--- src/rtl/sdram_dl_arb.sv ---
// Arbiter that merges a download (loader) write stream into the CPU's SDRAM port.
// Optional 16->32 bit packing of loader halves is enabled by defining SDRAM_DL_ARB_PACK_EN.
module sdram_dl_arb (
   input  logic        SDRAM_CLK,
   input  logic        RST,
   input  logic        CPU_CLKREF,
   input  logic [24:0] CPU_WADDR,
   input  logic [31:0] CPU_DIN,
   input  logic [3:0]  CPU_BE,
   input  logic        CPU_WE,
   output logic        CPU_WE_RDY,
   input  logic        CPU_RD,
   output logic        CPU_RD_RDY,
   input  logic [24:0] CPU_RADDR,
   output logic [31:0] CPU_DOUT,
   input  logic        DL_ACTIVE,
   input  logic        DL_WR,
   input  logic [24:0] DL_ADDR,
   input  logic [15:0] DL_DATA,
   output logic        DL_WAIT,
   output logic        DL_OVF,
   output logic [24:0] C_WADDR,
   output logic [31:0] C_DIN,
   output logic [3:0]  C_BE,
   output logic        C_WE,
   input  logic        C_WE_RDY,
   output logic        C_RD,
   input  logic        C_RD_RDY,
   output logic [24:0] C_RADDR,
   input  logic [31:0] C_DOUT
);
   typedef enum logic [1:0] {IDLE, ISSUE, BUSY} state_t;

   state_t      state, state_next;
   logic [22:0] fifo_addr [4];
   logic [31:0] fifo_data [4];
   logic [3:0]  fifo_be   [4];
   logic [1:0]  wr_ptr, rd_ptr;
   logic [2:0]  count, count_next;
   logic        dl_wait_q, dl_ovf_q, dl_active_q, dl_rise;
   logic        push, push_ok, drop, pop;
   logic [22:0] push_addr;
   logic [31:0] push_data;
   logic [3:0]  push_be;
   logic        unused_bits;

   // DL_ADDR bit 0 is a byte select inside a 16-bit half and has no meaning here.
   assign unused_bits = DL_ADDR[0];
   assign dl_rise     = DL_ACTIVE & ~dl_active_q;

`ifdef SDRAM_DL_ARB_PACK_EN
   logic        pk_valid, pk_hi, pk_valid_next, pk_hi_next, dl_fall, pair_hit;
   logic [22:0] pk_addr, pk_addr_next;
   logic [15:0] pk_data, pk_data_next;

   assign dl_fall  = ~DL_ACTIVE & dl_active_q;
   assign pair_hit = pk_valid & ~pk_hi & DL_ADDR[1] & (DL_ADDR[24:2] == pk_addr);

   // A held half leaves alone unless the very next strobe is its upper partner.
   always_comb begin
      push          = 1'b0;
      push_addr     = pk_addr;
      push_data     = {pk_data, pk_data};
      push_be       = pk_hi ? 4'b1100 : 4'b0011;
      pk_valid_next = pk_valid;
      pk_hi_next    = pk_hi;
      pk_addr_next  = pk_addr;
      pk_data_next  = pk_data;
      if (DL_WR) begin
         if (pair_hit) begin
            push          = 1'b1;
            push_data     = {DL_DATA, pk_data};
            push_be       = 4'b1111;
            pk_valid_next = 1'b0;
         end else begin
            push          = pk_valid;
            pk_valid_next = 1'b1;
            pk_hi_next    = DL_ADDR[1];
            pk_addr_next  = DL_ADDR[24:2];
            pk_data_next  = DL_DATA;
         end
      end else if (dl_fall && pk_valid) begin
         push          = 1'b1;
         pk_valid_next = 1'b0;
      end
   end

   always_ff @(posedge SDRAM_CLK or posedge RST) begin
      if (RST) begin
         pk_valid <= 1'b0;
         pk_hi    <= 1'b0;
         pk_addr  <= '0;
         pk_data  <= '0;
      end else begin
         pk_valid <= pk_valid_next;
         pk_hi    <= pk_hi_next;
         pk_addr  <= pk_addr_next;
         pk_data  <= pk_data_next;
      end
   end
`else
   assign push      = DL_WR;
   assign push_addr = DL_ADDR[24:2];
   assign push_data = {DL_DATA, DL_DATA};
   assign push_be   = DL_ADDR[1] ? 4'b1100 : 4'b0011;
`endif

   assign drop       = push & (count == 3'd4);
   assign push_ok    = push & ~drop;
   assign pop        = (state == ISSUE);
   assign count_next = count + {2'b00, push_ok} - {2'b00, pop};

   always_ff @(posedge SDRAM_CLK) begin
      if (push_ok) begin
         fifo_addr[wr_ptr] <= push_addr;
         fifo_data[wr_ptr] <= push_data;
         fifo_be[wr_ptr]   <= push_be;
      end
   end

   always_ff @(posedge SDRAM_CLK or posedge RST) begin
      if (RST) begin
         state       <= IDLE;
         wr_ptr      <= '0;
         rd_ptr      <= '0;
         count       <= '0;
         dl_wait_q   <= 1'b0;
         dl_ovf_q    <= 1'b0;
         dl_active_q <= 1'b0;
      end else begin
         state       <= state_next;
         wr_ptr      <= wr_ptr + {1'b0, push_ok};
         rd_ptr      <= rd_ptr + {1'b0, pop};
         count       <= count_next;
         dl_wait_q   <= (count_next >= 3'd3);
         dl_active_q <= DL_ACTIVE;
         if (drop)
            dl_ovf_q <= 1'b1;
         else if (dl_rise)
            dl_ovf_q <= 1'b0;
      end
   end

   // Loader only grabs the port when the CPU is demonstrably idle; RDY gating uses state only.
   always_comb begin
      state_next = state;
      C_WE       = CPU_WE;
      C_RD       = CPU_RD;
      C_WADDR    = CPU_WADDR;
      C_DIN      = CPU_DIN;
      C_BE       = CPU_BE;
      C_RADDR    = CPU_RADDR;
      CPU_WE_RDY = C_WE_RDY;
      CPU_RD_RDY = C_RD_RDY;
      case (state)
         IDLE: begin
            if ((count != 3'd0) && C_WE_RDY && C_RD_RDY && !CPU_CLKREF && !CPU_WE && !CPU_RD)
               state_next = ISSUE;
         end
         ISSUE: begin
            state_next = BUSY;
            C_WE       = 1'b1;
            C_RD       = 1'b0;
            C_WADDR    = {fifo_addr[rd_ptr], 2'b00};
            C_DIN      = fifo_data[rd_ptr];
            C_BE       = fifo_be[rd_ptr];
            CPU_WE_RDY = 1'b0;
            CPU_RD_RDY = 1'b0;
         end
         BUSY: begin
            if (C_WE_RDY)
               state_next = IDLE;
            C_WE       = 1'b0;
            C_RD       = 1'b0;
            CPU_WE_RDY = 1'b0;
            CPU_RD_RDY = 1'b0;
         end
         default: state_next = IDLE;
      endcase
   end

   assign CPU_DOUT = C_DOUT;
   assign DL_WAIT  = dl_wait_q;
   assign DL_OVF   = dl_ovf_q;
endmodule

--- config.mk ---
export PLATFORM = sky130hd
export DESIGN_NAME = sdram_dl_arb
export DESIGN_NICKNAME = d
export VERILOG_FILES = /design/src/rtl/sdram_dl_arb.sv
export SDC_FILE = /design/constraint.sdc
export NUM_CORES = 1
export LEC_CHECK = 0
export ABC_AREA = 1
export CORE_UTILIZATION = 35
export CTS_BUF_LIST = sky130_fd_sc_hd__clkbuf_8
export CTS_CLUSTER_DIAMETER = 60
export DETAILED_ROUTE_END_ITERATION = 8
export GPL_TIMING_DRIVEN = 0
export PLACE_DENSITY = 0.65
export SETUP_SLACK_MARGIN = 0.4
export SLEW_MARGIN = 10
export SYNTH_ARGS = -nofsm -noshare
export SYNTH_HDL_FRONTEND = slang
export SYNTH_SLANG_ARGS = --single-unit
--- constraint.sdc ---
create_clock -name SDRAM_CLK -period 4.56 [get_ports SDRAM_CLK]
set_clock_uncertainty 0.2 [all_clocks]
set_input_delay 0.456 -clock SDRAM_CLK [delete_from_list [all_inputs] [get_ports SDRAM_CLK]]
set_output_delay 0.456 -clock SDRAM_CLK [all_outputs]
set_load 0.005 [all_outputs]
==> run metrics, run 1 <==
final worst path period share 80.0%; vias in the first global route 6280; overall routing resource usage 19.3%; clk_lat worst skew 0.45 ns; worst-margin pin slew 0.821 ns; total power 6.29 mW; die width 153 um; DP Area about 11000 um2; Worst R2R Path Depth 7; Post-route DRC 0; Int Power 4.01 mW; cells after synthesis 721; DR WL/cell 17.2 um; VDD IR-drop max 235 uV; status finished clean; Final Hold Vio Count 0; Setup TNS 0 ns; Synth warnings 0; Chip Height 153 um; MaxCap Viol Count 0; fin nets 1170; Post-Route WL 22100 um; metal3 WL 1290 um; combinational share of power 48.4%; clock power share 16.0%; Worst EP arrival 2.99 ns; commonest cells after routing, fill and taps aside clkdlybuf4s50_1, edfxtp_1, nor2_1; #FFs+latches synth 176; post-route cell area 11300 um2; H-tree depth 4; Leak Pwr 4.30 nW; GRT Residual Overflow 0; via density per instance 4.75; DP HPWL roughly 16000 um; Routed Antenna Nets 0; vias just over 6000; Startpoint Class register; Setup crit end kind output port; dpl cells 1253; minimum clock period 3.65 ns; Finish-stage setup viols 0; Cell Rows 54; CTS clk-pin slew, worst paths 0.08 ns; Power per Cell Area 558 nW/um2; sw frac 36.3%; largest net degree at the start of global routing 17; max layer used met4; Pre-Repair DR Iteration Count 5; initial antenna violation count 1; hold slack between 0.1 and 0.15 ns; GPL Wtd Cong 0.786; CTS Buf Count 17; Syn Area/Cell about 11 um2; Resized cells post-CTS 0; met1 WL 8670 um; worst endpoint required time about 3.9 ns; Core Box Area 22100 um2; net load switching power 2.28 mW; worst rel slew slack between 40% and 50%; Clock Tree Root clkbuf_8; Crit Path Class reg2out; CTS Hold Bufs 0; CTS Buffer Depth 2; Worst Path Max Fanout 10; worst hold path type in2async; Post-Syn Area 8010 um2; Reg power frac 35.6%; sequential area share after synthesis 65.3%; number of I/O pins 292; max frequency 274 MHz; Synth cell types 25; Post-CTS Setup Inserts 0; CTS tree yes; FF-to-FF End fifo_addr[0][15]; syn_nets around 900; Sink Count 176; I/O Buffers approximately 230; first-pass GRT wire length between 30000 and 40000 um; Initial Utilization 36.2%; layout cells sized above 1 13.4%; commonest non-fill, non-tap cell in the layout clkdlybuf4s50_1; RSZ-0062 raised after global routing false; non-filler cells, final 1286; met2 wire length roughly 12000 um; DR iter-0 viols roughly 410; R2R setup slack 1.96 ns; Layout Area Growth over Synthesis 40.6%; Reg-to-Reg Start count[1]; fin. max-slew vios 0; die area 23500 um2
==> power by group through the flow <==
stage	Sequential (mW)	Combinational [mW]	Clock (mW)
finish	2.24	3.04	1.01
CTS	2.24	3.10	1.02
global route	2.27	3.37	1.08
detailed placement	2.27	3.08	0
floorplan	2.28	1.53	0
global placement	2.32	2.94	0
==> synthesized netlist by cell type <==
cell type / count / area [um2]
a21oi_1: 22 / 110
a21oi_2: 1 / 8.76
buf_6: 6 / 67.6
o21ai_0: 113 / 566
nand4_1: 1 / 6.26
nand2_1: 33 / 124
buf_8: 1 / 15.0
xnor2_1: 1 / 8.76
o21a_1: 23 / 173
buf_2: 16 / 80.1
buf_4: 60 / 450
buf_12: 1 / 20.0
nand3_1: 4 / 20.0
clkbuf_2: 1 / 5.00
inv_2: 1 / 3.75
clkbuf_1: 9 / 33.8
ha_1: 9 / 113
edfxtp_1: 164 / 4920
inv_1: 57 / 214
o21ai_1: 26 / 130
xor2_1: 2 / 17.5
dfrtp_1: 12 / 300
nor2_1: 153 / 574
nor3_1: 4 / 20.0
fa_1: 1 / 20.0
==> flip-flops by register name (all words and copies together) (netlist names) <==
register and count:
dl_active_q 1, fifo_be 8, rd_ptr 2, fifo_addr 92, DL_WAIT 1, fifo_data 64, wr_ptr 2, DL_OVF 1
state 2, count 3
==> through the flow <==
step           util [%]  worst slack, ns
6_report           51.0            0.910
5_1_grt            51.0            0.687
4_1_cts            50.9            0.835
3_5_place_dp       49.3             1.37
3_3_place_gp       48.4            -2.41
2_1_floorplan         -            0.406
==> critical path: stages, from the launching register on <==
cell and delay [ns]:
dfrtp_1 0.41, inv_1 0.14, ha_1 0.36, buf_4 0.25, clkbuf_1 0.46, nor2_1 0.10, a21oi_1 0.26, clkdlybuf4s50_1 0.56
==> layout make-up <==
class	instances	area, um2
well taps	280	350
clock inverters	15	130
inverters	58	218
diodes	1	2.50
fillers	1970	10800
multi-input cells	393	1910
repair buffers	252	2520
clock buffers	17	234
flip-flops and latches	176	5230
plain buffers	94	672
==> cell families (layout without fill, tap and decap cells) <==
logic type	count (synthesis)	after routing	share of synthesized area, %
adders and majority gates	10	10	1.66
other	0	1	0
AOI/OAI and AO/OA	185	185	12.3
buffers and inverters	152	436	11.1
and+or+nand+nor	195	195	9.30
DFF	176	176	65.3
xor gates and xnor gates	3	3	0.328
==> metal layers <==
metal	track usage (%)	up-vias
li1	-	2941
met1	22.7	2883
met2	34.6	246
met3	3.83	40
met4	7.65	0
met5	0	-
==> worst max-delay path by stage <==
| stage | start | endpoint | cells after the start |
|---|---|---|---|
| final | state[1] | C_WADDR[24] | 7 |
| after global placement | DL_WR | fifo_addr[1][4] | 3 |
| after global routing | state[1] | C_WADDR[2] | 7 |
| after floorplan | count[1] | fifo_addr[0][0] | 4 |
| after detailed placement | state[1] | C_WADDR[14] | 7 |
| after CTS | state[1] | C_WADDR[14] | 7 |
Note: power is estimated with default switching activity, not from simulation.
==> inputs of run 2 (changes only) <==
Clock period 4.56 ns to 3.4 ns, I/O delays scaled along.
==> run 2 against run 1 <==
Effect of this change:
- sequential cell count stayed put
- setup slack worse by 0.39 ns
- register-to-register slack worse by 1.2 ns
- largest power group unchanged
==> run metrics, run 2 (synthesis results as in run 1) <==
worst hold path type in2async; Cell Rows 54; H-tree depth 4; die area 23500 um2; MaxCap Viol Count 0; DP Area 10900 um2; number of I/O pins between 200 and 300; DR iter-0 viols 372; fin nets roughly 1200; layout cells sized above 1 14.8%; vias 6081; RSZ-0062 raised after global routing false; crit path cell chain ha_4 -> buf_6 -> clkbuf_4 -> o21a_1 -> a21oi_1 -> clkdlybuf4s50_1; commonest non-fill, non-tap cell in the layout clkdlybuf4s50_1; Top reg by flops fifo_addr; Initial Utilization 36.2%; Chip Height 153 um; CTS Hold Bufs 0; Largest regs fifo_addr: 92 flops, fifo_data: 64 flops, fifo_be: 8 flops; Leak Pwr between 4 and 5 nW; slowest CP cell clkdlybuf4s50_1; die width 153 um; Worst Path Max Fanout 10; fin. max-slew vios 0; GRT Residual Overflow 0; Pre-Repair DR Iteration Count 5; post-route cell area 11400 um2; final worst path period share a little over four fifths; via density per instance approximately 4.7; overall routing resource usage 19.4%; max frequency 348 MHz; commonest cells after routing, fill and taps aside clkdlybuf4s50_1, edfxtp_1, nor2_1; largest net degree at the start of global routing 17; max FFs per register ~90; total power 8.55 mW; worst endpoint required time roughly 2.9 ns; Power per Cell Area 753 nW/um2; Crit Path Class reg2out; Startpoint Class register; CTS Buf Count 17; initial antenna violation count 1; fin util 51.4%; worst-margin pin slew 0.824 ns; clk_lat worst skew 0.45 ns; first-pass GRT wire length between 30000 and 40000 um; CTS tree yes; hold slack around 0.012 ns; Final Hold Vio Count 0; GPL Wtd Cong a little under 0.8; DP HPWL 16300 um; CTS clk-pin slew, worst paths approximately 0.080 ns; status finished clean; I/O Buffers 233; Post-Route WL between 20000 and 25000 um; vias in the first global route 6273; Layout Area Growth over Synthesis 41.8%; CTS Buffer Depth 2; CP peak stage delay 0.53 ns; VDD IR-drop max 317 uV; Setup crit end kind output port; worst rel slew slack 44.8%; Sink Count 176; Post-route DRC 0; minimum clock period about 2.9 ns; Core Box Area about 22000 um2; Finish-stage setup viols 0; Routed Antenna Nets 0; Worst EP arrival 2.34 ns; Setup TNS 0 ns; Clock Tree Root clkbuf_8; DR WL/cell 17.2 um
[run 2: critical path, delay by kind of cell, from the launching register on]
family,cells,cell delay [ns]
buf+inv,3,0.88
flops,1,0.46
compound gates,2,0.31
fa+ha+maj,1,0.23
[run 2: through the flow]
step,worst slack [ns],cells
final,0.523,1287
after floorplan,-0.754,721
after global placement,-3.45,1234
after detailed placement,0.323,1253
after global routing,0.398,1287
after CTS,0.401,1285
[run 2: layout make-up]
cell class	count	area, um2
Antenna cell	1	2.50
Buffer	94	729
Clock buffer	17	234
Clock inverter	15	130
Fill cell	1956	10700
Inverter	58	218
Multi-Input combinational cell	393	1940
Sequential cell	176	5230
Tap cell	280	350
Timing Repair Buffer	253	2520
[run 2: path summary, 6_finish.rpt]
check | start | endpoint | slack (ns) | depth (start not counted)
max | state[0] | C_WADDR[8] | 0.52 | 6
min | RST | wr_ptr[0] | 0.01 | 2
max reg2reg | count[1] | fifo_addr[0][15] | 0.80 | 7
min reg2reg | dl_active_q | DL_OVF | 0.29 | 2
max in group asynchronous | RST | rd_ptr[1] | 2.64 | 2
min in group SDRAM_CLK | DL_ACTIVE | dl_active_q | 0.15 | 1
[run 2: repair_timing]
item,in CTS,in global routing
buffers inserted,0,1
setup endpoints to repair,62,54
gates resized for setup,17,20
cloned,0,0
pin swaps,0,1
[run 2: metal layers]
layer  global-route usage [%]  wire length, um
met1                     22.7             8790
met2                     34.6            11500
met3                     3.83             1250
met4                     8.03              587
met5                        0                0
[run 2: where the power goes]
group | total [mW] | internal (mW) | leakage (nW) | switching, mW
Sequential | 3.00 | 2.87 | 1.64 | 0.133
Clock | 1.35 | 0.634 | 0.193 | 0.717
Combinational | 4.20 | 1.96 | 2.50 | 2.24
Total | 8.55 | 5.46 | 4.34 | 3.09
